===== config.mk =====
export PLATFORM = sky130hd
export DESIGN_NAME = down_counter
export DESIGN_NICKNAME = d
export VERILOG_FILES = /design/src/rtl/down_counter_pkg.sv /design/src/rtl/fsub_4bit.sv /design/src/rtl/down_counter.sv
export SDC_FILE = /design/constraint.sdc
export NUM_CORES = 1
export LEC_CHECK = 0
export ABC_AREA = 1
export ABC_CLOCK_PERIOD_IN_PS = 2060
export BUFFER_PORTS_ARGS = -buffer_cell sky130_fd_sc_hd__clkbuf_2
export CAP_MARGIN = 20
export CORE_AREA = 2 2 39 41
export DETAILED_ROUTE_END_ITERATION = 6
export DIE_AREA = 0 0 41 43
export GPL_TIMING_DRIVEN = 0
export PLACE_DENSITY = 0.6
export REMOVE_ABC_BUFFERS = 1
export SYNTH_ARGS = -nofsm -noshare
export SYNTH_HDL_FRONTEND = slang
export SYNTH_SLANG_ARGS = --single-unit

===== constraint.sdc =====
create_clock -name clk_i -period 2.06 [get_ports clk_i]
set_input_delay 0.103 -clock clk_i [delete_from_list [all_inputs] [get_ports clk_i]]
set_output_delay 0.103 -clock clk_i [all_outputs]
set_load 0.1 [all_outputs]

===== src/rtl/down_counter_pkg.sv =====
// Shared types and constants for the loadable down-counter.
// Holds the control FSM state encoding and the subtractor slice width.
// Imported by down_counter; fsub_4bit is fixed at 4 bits and needs nothing from it.
package down_counter_pkg;

    typedef enum logic [1:0] {
        ST_IDLE = 2'b00,
        ST_RUN  = 2'b01,
        ST_DONE = 2'b10
    } state_e;

    // Every arithmetic slice in the decrement chain is this many bits wide.
    localparam int SLICE_W = 4;

endpackage : down_counter_pkg


===== src/rtl/fsub_4bit.sv =====
// 4-bit ripple-borrow subtractor slice: d_o = a_i - b_i - bw_i.
// Purely combinational, zero latency; no handshake, so no backpressure.
// Ports: a_i/b_i operands, bw_i borrow in, d_o difference, bw_o borrow out.
module fsub_4bit (
    input  logic [3:0] a_i,
    input  logic [3:0] b_i,
    input  logic       bw_i,
    output logic [3:0] d_o,
    output logic       bw_o
);

    logic [4:0] bw;

    assign bw[0] = bw_i;

    for (genvar i = 0; i < 4; i++) begin : g_bit
        assign d_o[i]    = a_i[i] ^ b_i[i] ^ bw[i];
        // Borrow when a < b at this bit, or when a == b and a borrow arrives from below.
        assign bw[i+1]   = (~a_i[i] & b_i[i]) | (~(a_i[i] ^ b_i[i]) & bw[i]);
    end

    assign bw_o = bw[4];

endmodule : fsub_4bit


===== src/rtl/down_counter.sv =====
// Loadable down-counter/timer with IDLE/RUN/DONE control and a registered terminal-count pulse.
// Latency: a load or decrement appears on cnt_o one clock after the cycle that requests it.
// Backpressure: none; en_i is a tick qualifier and stop_i > start_i > en_i every cycle.
// Ports: clk_i, rst_ni (async, active-low), start_i, stop_i, en_i, load_val_i -> cnt_o, busy_o, tc_o, done_o.
// Build option: define DOWN_COUNTER_AUTORELOAD_EN to reload the start value at terminal count and keep running.
module down_counter
    import down_counter_pkg::*;
#(
    parameter int WIDTH = 4
) (
    input  logic             clk_i,
    input  logic             rst_ni,
    input  logic             start_i,
    input  logic             stop_i,
    input  logic             en_i,
    input  logic [WIDTH-1:0] load_val_i,
    output logic [WIDTH-1:0] cnt_o,
    output logic             busy_o,
    output logic             tc_o,
    output logic             done_o
);

    localparam int NSLICE = WIDTH / SLICE_W;

    if ((WIDTH % SLICE_W) != 0 || WIDTH < SLICE_W) begin : g_width_chk
        $error("down_counter: WIDTH must be a non-zero multiple of 4");
    end

    state_e           state_q, state_d;
    logic [WIDTH-1:0] cnt_q,   cnt_d;
    logic             tc_q,    tc_d;
`ifdef DOWN_COUNTER_AUTORELOAD_EN
    logic [WIDTH-1:0] reload_q, reload_d;
`endif

    // ------------------------------------------------------------------
    // Decrement datapath: cnt - 1 through the chained subtractor slices.
    // ------------------------------------------------------------------
    logic [WIDTH-1:0]  one_val;
    logic [WIDTH-1:0]  cnt_dec;
    logic [NSLICE:0]   bw_chain;

    assign one_val     = WIDTH'(1);
    assign bw_chain[0] = 1'b0;

    for (genvar s = 0; s < NSLICE; s++) begin : g_slice
        fsub_4bit u_fsub (
            .a_i  (cnt_q  [s*SLICE_W +: SLICE_W]),
            .b_i  (one_val[s*SLICE_W +: SLICE_W]),
            .bw_i (bw_chain[s]),
            .d_o  (cnt_dec[s*SLICE_W +: SLICE_W]),
            .bw_o (bw_chain[s+1])
        );
    end

    // A borrow out of the top slice would mean decrementing from zero; the FSM
    // never asks for that, and this guard makes a wrap impossible regardless.
    logic dec_underflow;
    assign dec_underflow = bw_chain[NSLICE];

    // ------------------------------------------------------------------
    // Next-state logic
    // ------------------------------------------------------------------
    always_comb begin
        state_d  = state_q;
        cnt_d    = cnt_q;
        tc_d     = 1'b0;
`ifdef DOWN_COUNTER_AUTORELOAD_EN
        reload_d = reload_q;
`endif

        if (stop_i) begin
            // Abort: count is frozen where it was, no terminal pulse.
            state_d = ST_IDLE;
        end else if (start_i) begin
            cnt_d = load_val_i;
`ifdef DOWN_COUNTER_AUTORELOAD_EN
            reload_d = load_val_i;
`endif
            if (load_val_i != '0) begin
                state_d = ST_RUN;
            end else begin
                // Zero-length run finishes immediately with a pulse.
                state_d = ST_DONE;
                tc_d    = 1'b1;
            end
        end else if (state_q == ST_RUN && en_i && !dec_underflow) begin
            if (cnt_q == one_val) begin
                tc_d = 1'b1;
`ifdef DOWN_COUNTER_AUTORELOAD_EN
                cnt_d = reload_q;
`else
                cnt_d   = '0;
                state_d = ST_DONE;
`endif
            end else begin
                cnt_d = cnt_dec;
            end
        end
    end

    // ------------------------------------------------------------------
    // Registers
    // ------------------------------------------------------------------
    always_ff @(posedge clk_i or negedge rst_ni) begin
        if (!rst_ni) begin
            state_q <= ST_IDLE;
            cnt_q   <= '0;
            tc_q    <= 1'b0;
        end else begin
            state_q <= state_d;
            cnt_q   <= cnt_d;
            tc_q    <= tc_d;
        end
    end

`ifdef DOWN_COUNTER_AUTORELOAD_EN
    always_ff @(posedge clk_i or negedge rst_ni) begin
        if (!rst_ni) begin
            reload_q <= '0;
        end else begin
            reload_q <= reload_d;
        end
    end
`endif

    // Outputs decode registered state only.
    assign cnt_o  = cnt_q;
    assign tc_o   = tc_q;
    assign busy_o = (state_q == ST_RUN);
    assign done_o = (state_q == ST_DONE);

endmodule : down_counter


==> reports/results.tsv, run 1 <==
metric	value	unit
grt_usage	14.88	%
syn_avg_cell_area	6.723	um2
via_per_inst	4.345	
syn-cell-area	504.2	um2
clock_sinks	7	
antenna_found_initial	0	
setup_tns	0	ns
die_x	41	um
rsz0062_at_grt	false	
tritoncts	yes	
cts_buffers	3	
grt_max_degree	13	
crit_required	2.20	ns
wl_per_cell	8.855	um
drv_slew	0	
via_count	478	
crit_fanout	5	
ioPinCount	16	
ctsHoldBuffers	1	
irDropWorstVdd	0.5379	mV
nets	108	
seq_area_frac_synth	34.74	%
ctsRootBufferMaster	clkbuf_4	
r2r-end	cnt_o[3]	
final_common_cell	nand2_1	
grt_pass1_vias	415	
setup_violations	0	
whs	0.1815	ns
min_to	tc_o	
utilization	45.39	%
fin_area	628.1	um2
ys_seq_elements	7	
hpwl	802.8	um
grt_overflow	0	
ff2ff_path_depth	10	
dieArea	1763	um2
drc	0	
layout_common_cells	28 x nand2_1, 15 x clkbuf_2, 10 x nor2_1, 8 x inv_1	
drt-pass1-iter-count	3	
endpoint_kind	flop	
wl	974	um
place_congestion	0.7344	
die_y	43	um
worst_hold_path.num_cells	4	
yosys.cell_types.count	14	
cts.htree.levels	1	
min_period	1.616	ns
leakage	0.0003769	uW
antenna_cells	0	
ant_nets	0	
clock_path_buffers	2	
clock_latency	0.25	ns
path_class	reg2reg	
hold_violations	0	
start_kind	flop	
drive_gt1_share	27.66	%
p_per_area	1051	nW/um2
core_area	1384	um2
num_rows	14	
num-fill-cells	152	
ys_warn_count	0	
min_period_over_period	78.46	%
regToRegSetupSlack	0.44	ns
drtIter0Drc	7	
path_clk_slew	0.05	ns
skew	0.0009463	ns
place_area	591.8	um2
postCtsSetupRepairBufs	0	
hp-class	in2reg	
portBuffers	15	
max_freq	0.6187	GHz
tightest_slew	0.5396	ns
start_util	36.44	%
multiInputGateArea	279.0	um2
syn_inst	75	
r2r_start	cnt_o[0]	
relSlewSlack	64.18	%
outcome	complete, no violations	
seqCellArea	175.2	um2
grt_pass1_wl	1669	um
hold_start	stop_i	
cp.arrival	1.76	ns
area_delta_synth_final	24.57	%
cts_resized	0	
drv_cap	0	
==> cells in the mapped netlist <==
cell type / n / share of area, %
inv_2: 2 / 1.5
ha_1: 4 / 9.9
clkinv_2: 1 / 0.99
nor2_2: 2 / 2.5
o21ai_0: 1 / 0.99
inv_1: 8 / 6.0
buf_4: 1 / 1.5
nand3_1: 7 / 6.9
nand2_2: 1 / 1.2
dfrtp_1: 7 / 35
nor2_1: 10 / 7.4
nand2_1: 28 / 21
nand2_4: 2 / 4.5
a21oi_1: 1 / 0.99
==> cell families (layout without fill, tap and decap cells) <==
logic type / after synthesis / after routing / share of synthesized area [%]
and+or+nand+nor: 50 / 50 / 43.42
DFF: 7 / 7 / 34.74
adders and majority gates: 4 / 4 / 9.926
buffers and inverters: 12 / 31 / 9.926
AOI/OAI and AO/OA: 2 / 2 / 1.983
==> registers in the layout, indices dropped and copies added (netlist names) <==
signal   cells
state_q      2
tc_o         1
cnt_o        4
==> stage by stage <==
| stage | std cells | power [uW] | setup WS, ns |
|---|---|---|---|
| 6_report | 110 | 660.3 | 0.4438 |
| 5_1_grt | 110 | 718.2 | 0.2752 |
| 4_1_cts | 110 | 672.5 | 0.4194 |
| 3_5_place_dp | 105 | 540.8 | 0.4333 |
| 3_3_place_gp | 105 | 539.6 | 0.4476 |
| 2_1_floorplan | 74 | 474.6 | -0.1791 |
==> power breakdown <==
group / switching (uW) / internal [uW] / leakage [uW]
clock: 50.5 / 73.9 / 0.0000150
combinational: 271 / 75.2 / 0.000273
sequential: 27.4 / 162 / 0.0000888
total: 349 / 311 / 0.000377
==> routing by layer <==
layer  global-route usage (%)  part of all wire, %  vias to the layer above
met4                    6.000                  2.4                        0
li1                         -                    -                      266
met2                    19.69                   44                       17
met5                        0                    0                        -
met1                    18.81                   45                      191
met3                    9.424                  9.1                        4
==> cell type report <==
type,instances,area share [%]
clock buffers,4,4.183
inverters,11,6.773
multi-input cells,56,44.42
flip-flops and latches,7,27.89
well taps,16,3.187
repair buffers,16,13.55
==> critical path: stages, from the launching register on <==
cell and delay (ns):
dfrtp_1 0.41, inv_1 0.06, ha_1 0.20, ha_1 0.18
ha_1 0.19, nor2_1 0.13, nand2_2 0.08, nand2_4 0.09
nand2_4 0.06, nand2_1 0.05, nand2_1 0.05
==> worst max-delay path by stage <==
stage                   from  slack (ns)  depth (start not counted)  endpoint
global route        cnt_o[0]        0.28                         10  cnt_o[1]
CTS                 cnt_o[0]        0.42                         10  cnt_o[0]
global placement    cnt_o[0]        0.45                         10  cnt_o[0]
detailed placement  cnt_o[0]        0.43                         10  cnt_o[0]
floorplan           cnt_o[1]       -0.18                         10  cnt_o[0]
finish              cnt_o[0]        0.44                         10  cnt_o[3]
(Power assumes the default switching activity.)
==> run 2: changes to the inputs <==
ABC_CLOCK_PERIOD_IN_PS = 1500   (was 2060)
clock period = 1.5 ns   (was 2.06 ns; I/O delays follow)
==> reports/results.tsv, run 2 (same netlist as run 1, synthesis figures left out) <==
metric	value	unit	change
hold_violations	0		unchanged
fin_cells	113		+2.7%
irDropWorstVdd	0.7696	mV	+43%
grt_max_degree	13		unchanged
nets	111		+2.8%
switching_share	51.53	%	-1.4 points
seqPwrFrac	25.9	%	-2.8 points
grt_pass1_vias	422		+1.7%
dpl_worst_slack	-0.1267	ns	-0.5600 ns
cp.arrival	1.57	ns	-0.19 ns
ioPinCount	16		unchanged
drt-pass1-iter-count	2		-1
largest_reg_flops	4		unchanged
clock_path_buffers	2		unchanged
die_x	41	um	unchanged
wl_per_cell	8.903	um	+0.54%
via_per_inst	4.345		about the same
drc	0		unchanged
final_common_cell	nand2_1		
cts.htree.levels	1		unchanged
area_delta_synth_final	35.48	%	
drtIter0Drc	7		unchanged
place_congestion	0.7344		unchanged
grt_usage	15.18	%	+0.30 points
via_count	491		+2.7%
clock_sinks	7		unchanged
path_class	reg2reg		
dp_cells	105		unchanged
tritoncts	yes		
clockPowerShare	17.5	%	-1.3 points
start_util	36.44	%	unchanged
die_y	43	um	unchanged
power.internal	475.2	uW	+53%
core_area	1384	um2	unchanged
wl	1006	um	+3.3%
start_kind	flop		
setup_tns	0	ns	unchanged
comb_power_share	56.6	%	+4.1 points
ctsRootBufferMaster	clkbuf_4		
num_rows	14		unchanged
crit_fanout	5		unchanged
drv_cap	0		unchanged
path_clk_slew	0.05	ns	about the same
drv_slew	0		unchanged
ant_nets	0		unchanged
hpwl	802.8	um	unchanged
num-fill-cells	149		-2.0%
drive_gt1_share	36.08	%	+8.4 points
whs	0.1420	ns	-0.03955 ns
outcome	complete, no violations		
p_switching	505.2	uW	+45%
p_per_area	1435	nW/um2	+37%
cts_buffers	3		unchanged
rsz0062_at_grt	true		
grt_pass1_wl	1697	um	+1.7%
setup_violations	0		unchanged
clock_latency	0.25	ns	about the same
tightest_slew	0.5387	ns	-0.0008249 ns
crit_required	1.64	ns	-0.56 ns
skew	0.001891	ns	+0.0009449 ns
layout_setup_ws	0.07309	ns	-0.3707 ns
antenna_found_initial	0		unchanged
max_freq	0.7008	GHz	+13%
antenna_cells	0		unchanged
dieArea	1763	um2	unchanged
grt_overflow	0		unchanged
relSlewSlack	64.24	%	about the same
min_period_over_period	95.13	%	+17 points
leakage	0.0003908	uW	+3.7%
endpoint_kind	flop		
portBuffers	15		unchanged
min_period	1.427	ns	-0.1893 ns
hp-class	in2reg		
layout_common_cells	27 x nand2_1, 15 x clkbuf_2, 9 x nor2_1		
run 2: worst paths after layout:
kind                          start          to  slack [ns]  depth (start not counted)
setup / recovery           cnt_o[0]    cnt_o[3]        0.07                         10
hold / removal               stop_i        tc_o        0.14                          4
setup reg to reg           cnt_o[0]    cnt_o[3]        0.07                         10
hold reg to reg            cnt_o[3]    cnt_o[3]        0.54                          2
max in group asynchronous    rst_ni    cnt_o[1]        1.16                          2
min in group asynchronous    rst_ni  state_q[1]        0.18                          2
run 2: area by class of cell:
cell class | count | area, um2 | area share, %
clock buffer | 4 | 26.28 | 3.846
inverter | 11 | 42.54 | 6.227
multi-input combinational | 56 | 311.5 | 45.60
sequential | 7 | 175.2 | 25.64
tap | 16 | 20.02 | 2.930
timing repair buffer | 19 | 107.6 | 15.75
run 2: routing by layer:
| layer | GRT usage (%) | share of wire, % | up-vias |
|---|---|---|---|
| li1 | - | - | 272 |
| met1 | 18.81 | 45 | 198 |
| met2 | 20.63 | 44 | 17 |
| met3 | 9.424 | 8.8 | 4 |
| met4 | 6.000 | 2.3 | 0 |
| met5 | 0 | 0 | - |
run 2: worst max-delay path, stage by stage, from the launching register on:
cell     delay (ns)
dfrtp_1        0.36
inv_1          0.05
ha_2           0.19
ha_4           0.16
ha_4           0.15
nor2_2         0.08
nand2_2        0.07
nand2_4        0.09
nand2_4        0.06
nand2_1        0.05
nand2_1        0.05
run 2: metrics by stage:
stage	util, %	power [uW]	cell area [um2]
after CTS	46.84	948.8	648.1
after detailed placement	42.77	742.7	591.8
after global routing	49.37	1061	683.2
after floorplan	-	651.7	496.7
after global placement	42.77	741.0	591.8
final	49.37	980.4	683.2
run 2: what timing repair did:
item / 4_1_cts / 5_1_grt
hold endpoints to repair: 7 / 0
hold buffers: 1 / 0
resized for setup: 2 / 6
buffers inserted: 2 / 1
endpoints found under the setup margin: 7 / 7
pin swaps: 3 / 1
run 2: power groups by stage:
stage / logic, uW / clock network [uW] / registers, uW
floorplan: 185 / 0 / 467
global placement: 475 / 0 / 266
detailed placement: 477 / 0 / 265
CTS: 513 / 180 / 256
global route: 604 / 197 / 260
finish: 555 / 171 / 254
